## src/rtl/ctrl_pkg.sv

```systemverilog
// Shared types and encodings for the fetch/decode/execute sequencer.
package ctrl_pkg;

    localparam int unsigned OPC_W = 4;
    localparam int unsigned BUS_W = 3;
    localparam int unsigned ALU_W = 2;
    localparam int unsigned CNT_W = 8;

    typedef logic [OPC_W-1:0] opc_t;

    localparam opc_t OP_NOP   = 4'h0;
    localparam opc_t OP_LOAD  = 4'h1;
    localparam opc_t OP_STORE = 4'h2;
    localparam opc_t OP_ADD   = 4'h3;
    localparam opc_t OP_SUB   = 4'h4;
    localparam opc_t OP_JMP   = 4'h5;
    localparam opc_t OP_JZ    = 4'h6;
    localparam opc_t OP_HALT  = 4'hF;

    localparam logic [BUS_W-1:0] BUS_NONE = 3'd0;
    localparam logic [BUS_W-1:0] BUS_PC   = 3'd1;
    localparam logic [BUS_W-1:0] BUS_MEM  = 3'd2;
    localparam logic [BUS_W-1:0] BUS_IR   = 3'd3;
    localparam logic [BUS_W-1:0] BUS_AC   = 3'd4;

    localparam logic [ALU_W-1:0] ALU_PASS = 2'd0;
    localparam logic [ALU_W-1:0] ALU_ADD  = 2'd1;
    localparam logic [ALU_W-1:0] ALU_SUB  = 2'd2;

    typedef enum logic [3:0] {
        S_IDLE, S_F_AR, S_F_MEM, S_F_IR, S_DEC,
        S_X_AR, S_X_MEM, S_X_WB, S_X_JMP, S_HALTED
    } state_e;

    typedef struct packed {
        logic [BUS_W-1:0] bus_sel;
        logic             ar_we;
        logic             pc_we;
        logic             pc_inc;
        logic             ir_we;
        logic             ac_we;
        logic [ALU_W-1:0] alu_op;
        logic             mem_rd;
        logic             mem_wr;
        logic             busy;
        logic             halted;
    } ctrl_t;

    // Moore control word for a state and the opcode it is working on.
    function automatic ctrl_t ctrl_decode(input state_e s, input opc_t opc);
        ctrl_t c;
        c = '0;
        case (s)
            S_F_AR:  begin c.bus_sel = BUS_PC; c.ar_we = 1'b1; end
            S_F_MEM: c.mem_rd = 1'b1;
            S_F_IR:  begin c.bus_sel = BUS_MEM; c.ir_we = 1'b1; c.pc_inc = 1'b1; end
            S_X_AR:  begin c.bus_sel = BUS_IR; c.ar_we = 1'b1; end
            S_X_MEM: begin
                if (opc == OP_STORE) begin
                    c.mem_wr  = 1'b1;
                    c.bus_sel = BUS_AC;
                end else begin
                    c.mem_rd = 1'b1;
                end
            end
            S_X_WB: begin
                c.bus_sel = BUS_MEM;
                c.ac_we   = 1'b1;
                c.alu_op  = (opc == OP_ADD) ? ALU_ADD :
                            (opc == OP_SUB) ? ALU_SUB : ALU_PASS;
            end
            S_X_JMP: begin c.bus_sel = BUS_IR; c.pc_we = 1'b1; end
            default: c = '0;
        endcase
        c.busy   = (s != S_IDLE) && (s != S_HALTED);
        c.halted = (s == S_HALTED);
        return c;
    endfunction

endpackage

```

## src/rtl/fetch_exec_ctrl_wait_timer.sv

```systemverilog
// Memory wait counter; flags expiry when the last allowed wait cycle passes without ready.
module wait_timer
    import ctrl_pkg::*;
#(
    parameter int unsigned TIMEOUT = 15
) (
    input  logic clk,
    input  logic rst_n,
    input  logic clr,
    input  logic en,
    input  logic ready,
    output logic expired
);

    logic [CNT_W-1:0] cnt_q, cnt_d;

    always_comb begin
        cnt_d = cnt_q;
        if (clr) begin
            cnt_d = '0;
        end else if (en && !ready) begin
            cnt_d = cnt_q + CNT_W'(1);
        end
    end

    assign expired = en && !ready && (cnt_q == CNT_W'(TIMEOUT - 1));

    always_ff @(posedge clk or negedge rst_n) begin
        if (!rst_n) begin
            cnt_q <= '0;
        end else begin
            cnt_q <= cnt_d;
        end
    end

endmodule

```

## src/rtl/fetch_exec_ctrl.sv

```systemverilog
// Fetch/decode/execute sequencer for the 12-bit accumulator processor.
// Control outputs are registered from the decode of the next state and opcode.
module fetch_exec_ctrl
    import ctrl_pkg::*;
#(
    parameter int unsigned IR_width  = 12,
    parameter int unsigned OPC_width = 4,
    parameter int unsigned TIMEOUT   = 15
) (
    input  logic                 clk,
    input  logic                 reset,
    input  logic                 start,
    input  logic [IR_width-1:0]  ir_data,
    input  logic                 mem_ready,
    input  logic                 z_flag,
    output logic [BUS_W-1:0]     bus_sel,
    output logic                 ar_we,
    output logic                 pc_we,
    output logic                 pc_inc,
    output logic                 ir_we,
    output logic                 ac_we,
    output logic [ALU_W-1:0]     alu_op,
    output logic                 mem_rd,
    output logic                 mem_wr,
    output logic                 busy,
    output logic                 halted,
    output logic                 err_illegal,
    output logic                 err_timeout
);

    state_e state_q, state_d;
    opc_t   opc_q, opc_d;
    ctrl_t  ctrl_q, ctrl_d;
    logic   err_ill_q, err_ill_d;
    logic   err_to_q, err_to_d;
    opc_t   ir_opc;
    logic   operand_unused;
    logic   in_mem;
    logic   expired;

    assign ir_opc         = OPC_W'(ir_data[IR_width-1 -: OPC_width]);
    assign operand_unused = ^ir_data[IR_width-OPC_width-1:0];
    assign in_mem         = (state_q == S_F_MEM) || (state_q == S_X_MEM);

    // Counter is held clear outside the memory states, so it starts at zero on entry.
    wait_timer #(.TIMEOUT(TIMEOUT)) u_wait_timer (
        .clk     (clk),
        .rst_n   (reset),
        .clr     (!in_mem),
        .en      (in_mem),
        .ready   (mem_ready),
        .expired (expired)
    );

    always_comb begin
        state_d   = state_q;
        opc_d     = opc_q;
        err_ill_d = err_ill_q;
        err_to_d  = err_to_q;
        case (state_q)
            S_IDLE:  if (start) state_d = S_F_AR;
            S_F_AR:  state_d = S_F_MEM;
            S_F_MEM: begin
                if (mem_ready) begin
                    state_d = S_F_IR;
                end else if (expired) begin
                    state_d  = S_HALTED;
                    err_to_d = 1'b1;
                end
            end
            S_F_IR:  state_d = S_DEC;
            S_DEC: begin
                opc_d = ir_opc;
                case (ir_opc)
                    OP_NOP:                              state_d = S_F_AR;
                    OP_LOAD, OP_ADD, OP_SUB, OP_STORE:   state_d = S_X_AR;
                    OP_JMP:                              state_d = S_X_JMP;
                    OP_JZ:   state_d = z_flag ? S_X_JMP : S_F_AR;
                    OP_HALT:                             state_d = S_HALTED;
                    default: begin
                        state_d   = S_F_AR;
                        err_ill_d = 1'b1;
                    end
                endcase
            end
            S_X_AR:  state_d = S_X_MEM;
            S_X_MEM: begin
                if (mem_ready) begin
                    state_d = (opc_q == OP_STORE) ? S_F_AR : S_X_WB;
                end else if (expired) begin
                    state_d  = S_HALTED;
                    err_to_d = 1'b1;
                end
            end
            S_X_WB, S_X_JMP: state_d = S_F_AR;
            S_HALTED: state_d = S_HALTED;
            default:  state_d = S_IDLE;
        endcase
        ctrl_d = ctrl_decode(state_d, opc_d);
    end

    always_ff @(posedge clk or negedge reset) begin
        if (!reset) begin
            state_q   <= S_IDLE;
            opc_q     <= '0;
            ctrl_q    <= '0;
            err_ill_q <= 1'b0;
            err_to_q  <= 1'b0;
        end else begin
            state_q   <= state_d;
            opc_q     <= opc_d;
            ctrl_q    <= ctrl_d;
            err_ill_q <= err_ill_d;
            err_to_q  <= err_to_d;
        end
    end

    assign bus_sel     = ctrl_q.bus_sel;
    assign ar_we       = ctrl_q.ar_we;
    assign pc_we       = ctrl_q.pc_we;
    assign pc_inc      = ctrl_q.pc_inc;
    assign ir_we       = ctrl_q.ir_we;
    assign ac_we       = ctrl_q.ac_we;
    assign alu_op      = ctrl_q.alu_op;
    assign mem_rd      = ctrl_q.mem_rd;
    assign mem_wr      = ctrl_q.mem_wr;
    assign busy        = ctrl_q.busy;
    assign halted      = ctrl_q.halted;
    assign err_illegal = err_ill_q;
    assign err_timeout = err_to_q;

endmodule
```

## config.mk

```make
export PLATFORM = sky130hd
export DESIGN_NAME = fetch_exec_ctrl
export DESIGN_NICKNAME = d
export VERILOG_FILES = /design/src/rtl/ctrl_pkg.sv /design/src/rtl/fetch_exec_ctrl_wait_timer.sv /design/src/rtl/fetch_exec_ctrl.sv
export SDC_FILE = /design/constraint.sdc
export NUM_CORES = 1
export LEC_CHECK = 0
export BUFFER_PORTS_ARGS = -buffer_cell sky130_fd_sc_hd__buf_2
export CAP_MARGIN = 30
export CORE_ASPECT_RATIO = 0.6
export CORE_MARGIN = 8
export CORE_UTILIZATION = 45
export DETAILED_ROUTE_END_ITERATION = 10
export PLACE_DENSITY = 0.67
export SYNTH_ARGS = -nofsm -noshare
export SYNTH_HDL_FRONTEND = slang
export SYNTH_SLANG_ARGS = --single-unit
export TNS_END_PERCENT = 10
```

## constraint.sdc

```tcl
create_clock -name clk -period 2.88 [get_ports clk]
set_clock_uncertainty 0.15 [all_clocks]
set_input_delay 0.576 -clock clk [delete_from_list [all_inputs] [get_ports clk]]
set_output_delay 0.576 -clock clk [all_outputs]
set_load 0.01 [all_outputs]
```

# == Word level (Yosys, flattened, before mapping) ==
# Index checks and enable logic that the tools add are counted.
# totals
output_inout_bits,16
mem_bits_rw,0
regBits,32
in_bits,17
rom_bits,0
latch_bits,0
wordCells,90
memories,0
# classes
mul,0
n_shift,0
n_lt_le_gt_ge,0
n_bitwise,2
eq_ne,31
n_reduce_logical,17
addsub,1
div_mod_pow,0
muxes,23
# ops
operator,count
4-bit by 3-bit equality test with 1-bit output (second input constant),11
4-bit by 2-bit equality test with 1-bit output (second input constant),9
4-bit case mux with 9 select lines,1
4-bit two-way mux,6
4-bit equality test (second input constant),5
8-bit two-way mux,2
4-bit case mux with 4 select lines,1
4-bit by 1-bit equality test with 1-bit output (second input constant),3
3-bit case mux with 4 select lines,1
2-bit OR reduction,5
3-bit two-way mux,3
8-bit by 1-bit adder with 8-bit output (second input constant),1
8-bit by 4-bit equality test with 1-bit output (second input constant),1
4-bit zero test,2
8-bit OR reduction,1
2-bit two-way mux,3
1-bit two-way mux,5
4-bit inequality test (second input constant),1
4-bit nonzero test,1
4-bit OR reduction,1
1-bit logical AND,3
3-bit AND reduction,1
2-bit inequality test (second input constant),1
1-bit NOT,2
4 further kinds,4

# == Depth between registers and ports, before layout ==
# Gate-level depths: netlist (run 1).
# depth
word_depth,10
depth_mapped,8
depth_no_buf,8

# == Modules after synthesis ==
# From an unflattened synthesis (run 1), not the netlist that was laid out.
# unflattened
hier_cells,149
hier_area_um2,1560.2
# by_module_without_submodules
mod,n_inst,seq_area_each_um2,cells_each,area_per_inst_um2
fetch_exec_ctrl,1,575.6,105,1124.8
wait_timer,1,200.2,44,435.4

# == Worst setup path before layout (run 1) ==
# Ideal clock, no wire load.
# synth_timing
path_kind,input port to flip-flop
start,input mem_ready
end,"register ctrl_q, in the netlist bus_sel[1]"
stages,7
required_ns,2.609
t_arrival_ns,1.898
setup_ns,0.121
path_buffers,1
slack_ns,0.711
cell_sequence,buf_2 nor4b_1 nand2_1 a32oi_2 inv_1 a21oi_1 o21ai_1
# synth_rtl
element,line_no,rtl
from (decl),fetch_exec_ctrl.sv:14,"input logic mem_ready,"
to (signal assigned),fetch_exec_ctrl.sv:112,ctrl_q <= ctrl_d;
to (decl),fetch_exec_ctrl.sv:33,"ctrl_t ctrl_q, ctrl_d;"

==> metrics, run 1 <==
outcome=finished, final reports clean; Hold WC Path Type=in2async; XOR/XNOR Fraction of Synth Area=5.60%; total number of vias=1091; largest area contributor in the netlist=dfrtp_1; setup TNS=0 ns; Power per Cell Area=912 nW/um2; relative slew slack=55.2%; Post-CTS Setup Inserts=0; Reg clk slew, reported paths=0.06 ns; first-pass GRT wire length=5340 um; Post-Synthesis Cells=145; FMAX=418 MHz; fraction of registers with async set/reset=100%; share of layout cells above drive strength 1=26.5%; Layout area overhead=15.9%; post-synthesis mux area share=4.08%; Area contributors post-synth=dfrtp_1 (50%), nor2_1 (4.1%), xor2_1 (3.9%); vias in the first global route=1051; die width=92.1 um; Pre-antenna DRT Iters=4; Max Slew Vio Count=0; main combinational cell family by area after synthesis=simple AND/OR/NAND/NOR gates; CTS tree=yes; RSZ-0062 raised after global routing=no; Slew @ Worst Pin=0.671 ns; largest net degree at the start of global routing=32; crit path DAT=2.41 ns; Final Cell Area=1810 um2; Final Hold Vio Count=0; Startpoint Class=flip-flop; GR Overflow Total=0; worst skew pair latency=0.28 ns; register area share after synthesis=49.6%; chip height=61.6 um; DRC viols=0; Routed Wire Length=3150 um; CTS Hold Buffers Added=0; CP bufs+invs=0; initial core utilization=47.6%; Worst Path Max Fanout=10; Post-Syn Nets=164; final period utilization=83.1%; Synth cell types=46; top-area cell type share of the netlist area=49.6%; P_leak=0.856 nW; Cell Area, Synth=1560 um2; classification of the worst setup path=reg2reg; CP top delay family=simple AND/OR/NAND/NOR gates; adder-cell share of the synthesized area=1.60%; WP data required=2.90 ns; drt via density=5.07; average size of a mapped cell=10.8 um2; antenna violations before repair=0; crit path time final=2.39 ns; Post-Place Cell Area=1690 um2; GRT Total Usage=12.3%; slowest stage delay, CP=0.62 ns; Port-buffer cells=24; Compound-Gate Fraction of Synth Area=10.0%; PostCTS Resize Cnt=0; setup violators final=0; Final nets=188; post-synthesis simple-gate area fraction=24.2%; worst vdd ir=0.508 mV; Post-synth EDFFs=0; Synth Flop Type=dfrtp_1; slowest stage cell, crit path=nor4b_4; Core Area=3280 um2; CTS Root Cell=clkbuf_8; Crit. End Element=flip-flop; Yosys warnings=0; post-route ant nets=0; Initial DRC Count=44; dpl hpwl=2300 um; clock sink total=31; # diodes=0; Inserted Clock Buffers=5; RD Place Congestion=0.731; Min Hold Slack=0.175 ns; row cnt=16; Final Total Pwr=0.00165 W; post-DR wirelength/cell=14.6 um; clock buffer depth=2; filler cell count=291; CP Cell Sequence=nor4b_4, mux2_2, nor2_2, nand2_1, nor4b_1; IO Pins=33; max cap viols=0; depth of the CTS H-tree=2; full die area=5680 um2; Yosys reg bits=31
-- cells in the final DEF, fill, tap and decap left out, types with 3 or more instances in the layout --
| master | instances |
|---|---|
| buf_2 | 24 |
| nor2b_1 | 4 |
| xor2_1 | 7 |
| inv_1 | 6 |
| nor2_1 | 17 |
| xnor2_1 | 3 |
| a21oi_1 | 3 |
| mux2i_1 | 3 |
| and3_1 | 3 |
| clkbuf_8 | 6 |
| nand2_1 | 8 |
| dfrtp_1 | 31 |
| mux2_2 | 3 |
| nand3_1 | 9 |
| nor4b_1 | 4 |
-- worst paths after layout --
kind | start | to | slack (ns) | cells after the start
min in group clk | err_illegal | err_illegal | 0.30 | 1
worst min-delay path | reset | mem_wr | 0.18 | 1
max in group asynchronous | reset | u_wait_timer.cnt_q[3] | 1.97 | 1
worst min register to register | err_illegal | err_illegal | 0.30 | 1
worst max-delay path | state_q[0] | mem_wr | 0.49 | 5
worst max register to register | state_q[0] | mem_wr | 0.49 | 5
-- metrics by stage --
step | utilization (%) | std cells | setup WS, ns
2_1_floorplan | - | 145 | 0.711
3_3_place_gp | 51.6 | 207 | 0.581
3_5_place_dp | 51.6 | 207 | 0.492
4_1_cts | 55.1 | 215 | 0.482
5_1_grt | 55.1 | 215 | 0.345
6_report | 55.1 | 215 | 0.486
-- routing by layer --
| layer | up-vias | track usage, % | routed length, um |
|---|---|---|---|
| li1 | 555 | - | - |
| met1 | 503 | 16.8 | 1660 |
| met2 | 29 | 16.9 | 1200 |
| met3 | 4 | 4.74 | 258 |
| met4 | 0 | 4.77 | 29 |
| met5 | - | 0 | 0 |
-- area by class of cell --
type	instances	area (um2)	share of cell area, %
Clock inverter	2	35.0	1.94
Inverter	6	22.5	1.24
Multi-Input combinational cell	100	711	39.3
Clock buffer	6	82.6	4.56
Timing Repair Buffer	25	128	7.05
Sequential cell	31	776	42.8
Tap cell	45	56.3	3.11
-- sequential cells by signal (all words and copies together), names as in the netlist --
register,flops
err_illegal,1
mem_wr,1
ir_we,1
pc_we,1
alu_op,2
mem_rd,1
opc_q,4
busy,1
bus_sel,3
ac_we,1
state_q,4
err_timeout,1
u_wait_timer.cnt_q,8
halted,1
ar_we,1
-- report_power, final --
| group | internal, W | switching [W] |
|---|---|---|
| Clock | 0.000279 | 0.000156 |
| Combinational | 0.000249 | 0.000332 |
| Sequential | 0.000539 | 0.0000958 |
| Total | 0.00107 | 0.000584 |
-- synth_stat cells (4+ instances only) --
| cell type | count |
|---|---|
| inv_1 | 6 |
| xor2_1 | 7 |
| nor2b_1 | 4 |
| nor4b_1 | 4 |
| buf_2 | 4 |
| nand2_1 | 8 |
| dfrtp_1 | 31 |
| nand3_1 | 9 |
| nor2_1 | 17 |
-- logic make-up after synthesis --
| logic type | Yosys count |
|---|---|
| compound gates | 18 |
| xor+xnor | 10 |
| fa+ha+maj | 2 |
| buf+inv | 14 |
| flops | 31 |
| mux | 6 |
| simple gates | 64 |
(Power assumes the default switching activity.)
==> run 2: changes to the inputs <==
--- a/config.mk
+++ b/config.mk
@@ -11,7 +11,7 @@
 export CORE_MARGIN = 8
 export CORE_UTILIZATION = 45
 export DETAILED_ROUTE_END_ITERATION = 10
-export PLACE_DENSITY = 0.67
+export PLACE_DENSITY = 0.69
 export SYNTH_ARGS = -nofsm -noshare
 export SYNTH_HDL_FRONTEND = slang
 export SYNTH_SLANG_ARGS = --single-unit
==> constraint.sdc (replaced) <==
create_clock -name clk -period 2.15 [get_ports clk]
set_clock_uncertainty 0.15 [all_clocks]
set_input_delay 0.43 -clock clk [delete_from_list [all_inputs] [get_ports clk]]
set_output_delay 0.43 -clock clk [all_outputs]
set_load 0.01 [all_outputs]
==> run 2 against run 1 <==
Effect of this change:
- final area rose by 3.8%
- clock power up 4%
- sequential power grew 33%
- critical path type unchanged
- setup slack got worse by 0.40 ns
==> metrics, run 2 (synthesis gave the netlist of run 1 again) <==
total number of vias=1164 (+6.7%); Biggest register=u_wait_timer.cnt_q; Finished Layout Cells=221 (+2.8%); CP bufs+invs=0 (unchanged); row cnt=16 (unchanged); clock sink total=31 (unchanged); Port-buffer cells=24 (unchanged); RD Place Congestion=0.878 (+20%); first-pass GRT wire length=5750 um (+7.6%); CP top delay family=simple AND/OR/NAND/NOR gates; crit path time final=2.06 ns (-0.333 ns); Crit. End Element=flip-flop; Final Hold Vio Count=0 (unchanged); CTS tree=yes; worst vdd ir=0.652 mV (+28%); DP Cell Count=213 (+2.9%); CP Cell Sequence=ha_1, nor4bb_4, and4_1, a211oi_2, and2_2, nor4b_1; Slew @ Worst Pin=0.690 ns (+0.0183 ns); Hold WC Path Type=in2async; Final nets=194 (+3.2%); FMAX=485 MHz (+16%); Final Cell Area=1880 um2 (+3.8%); worst reg2reg path depth=6 (+1); chip height=61.6 um (unchanged); worst flop-to-flop path startpoint=u_wait_timer.cnt_q[1]; Sequential Power Share=38.2% (-0.2 points); slowest stage delay, CP=0.41 ns (-0.21 ns); CTS Root Cell=clkbuf_8; RSZ-0062 raised after global routing=no; RR Endpoint=mem_wr; Reg2Reg Setup Slack=0.09 ns (-0.40 ns); combinational fraction of design power=41.4% (+6.2 points); Regs by FF count=u_wait_timer.cnt_q (8), opc_q (4), state_q (4); switching power total=0.000858 W (+47%); post-DR wirelength/cell=15.7 um (+7.3%); Routed Wire Length=3470 um (+10%); cell-internal power=0.00136 W (+27%); Core Area=3280 um2 (unchanged); Inserted Clock Buffers=5 (unchanged); Initial DRC Count=65 (+48%); slowest stage cell, crit path=dfrtp_1; relative slew slack=54.0% (-1.2 points); Max Slew Vio Count=0 (unchanged); max cap viols=0 (unchanged); Switching Fraction=38.7% (+3.3 points); worst skew pair latency=0.28 ns (about the same); antenna violations before repair=0 (unchanged); WP data required=2.16 ns (-0.74 ns); Layout area overhead=20.3%; DRC viols=0 (unchanged); crit path DAT=2.08 ns (-0.33 ns); outcome=finished, final reports clean; Power per Cell Area=1180 nW/um2 (+29%); commonest non-fill, non-tap cells in the layout=dfrtp_1 (29), buf_2 (24), nor2_1 (17); clock buffer depth=2 (unchanged); Clock power frac=20.4% (-6.0 points); dpl hpwl=2510 um (+9.1%); depth of the CTS H-tree=2 (unchanged); Worst Path Max Fanout=9 (-1); GRT Total Usage=13.2% (+0.88 points); final period utilization=95.9% (+13 points); Reg clk slew, reported paths=0.07 ns (about the same); IO Pins=33 (unchanged); setup violators final=0 (unchanged); # diodes=0 (unchanged); die width=92.1 um (unchanged); initial core utilization=47.6% (unchanged); GR Overflow Total=0 (unchanged); CTS Hold Buffers Added=0 (unchanged); post-route ant nets=0 (unchanged); classification of the worst setup path=reg2reg; vias in the first global route=1177 (+12%); P_leak=0.863 nW (+0.74%); max reg flops=8 (unchanged); setup TNS=0 ns (unchanged); share of layout cells above drive strength 1=32.4% (+5.9 points); full die area=5680 um2 (unchanged); commonest non-fill, non-tap cell in the layout=dfrtp_1; Startpoint Class=flip-flop; Pre-antenna DRT Iters=4 (unchanged); Post-Place Cell Area=1740 um2 (+2.7%); drt via density=5.27 (+3.8%); largest net degree at the start of global routing=32 (unchanged)
## run 2: cell types whose count changed in the layout (fill, tap and decap cells not counted), sizes merged
cell / before / now
buf: 25 / 31
clkbuf: 6 / 5
bufinv: 1 / 0
clkinvlp: 0 / 2
## run 2: worst max-delay path by stage
stage                          startpoint          to  cells past startpoint
floorplan                      state_q[1]      mem_rd                      6
global placement    u_wait_timer.cnt_q[0]       ir_we                      7
detailed placement  u_wait_timer.cnt_q[0]       ir_we                      7
CTS                 u_wait_timer.cnt_q[0]  bus_sel[1]                      9
global route        u_wait_timer.cnt_q[1]  bus_sel[2]                      6
finish              u_wait_timer.cnt_q[1]      mem_wr                      6
## run 2: power by group through the flow
stage	clock, W	sequential [W]	combinational (W)
6_report	0.000452	0.000847	0.000917
5_1_grt	0.000488	0.000862	0.00101
4_1_cts	0.000464	0.000839	0.000891
3_5_place_dp	0	0.000848	0.000867
3_3_place_gp	0	0.000836	0.000829
2_1_floorplan	0	0.000815	0.000639
## run 2: timing repair
action	CTS	global route
endpoints found under the setup margin	1	11
buffers inserted	0	0
gates resized for setup	1	9
## run 2: stage by stage
| step | hold slack, ns | setup WS [ns] | total power, W | util [%] |
|---|---|---|---|---|
| after floorplan | -0.0156 | 0.0948 | 0.00145 | - |
| after global placement | 0.287 | 0.0866 | 0.00167 | 52.9 |
| after detailed placement | 0.294 | 0.0283 | 0.00172 | 52.9 |
| after CTS | 0.0549 | 0.0130 | 0.00219 | 56.0 |
| after global routing | 0.0949 | 0.000336 | 0.00236 | 57.2 |
| final | 0.0393 | 0.0886 | 0.00222 | 57.2 |
## run 2: metal layers
layer  GRT usage (%)  wire, um  up-vias
met4            4.77        27        0
met1            16.9      1740      570
met2            19.8      1510       26
met3            5.11       186        4
li1                -         -      564
met5               0         0        -
## run 2: final cells by class
type                    instances  area (um2)
clock buffers                   5        68.8
inverters                       6        22.5
multi-input cells             100         761
repair buffers                 31         173
clock inverters                 3        20.0
well taps                      45        56.3
flip-flops and latches         31         778
fillers                       278        1400
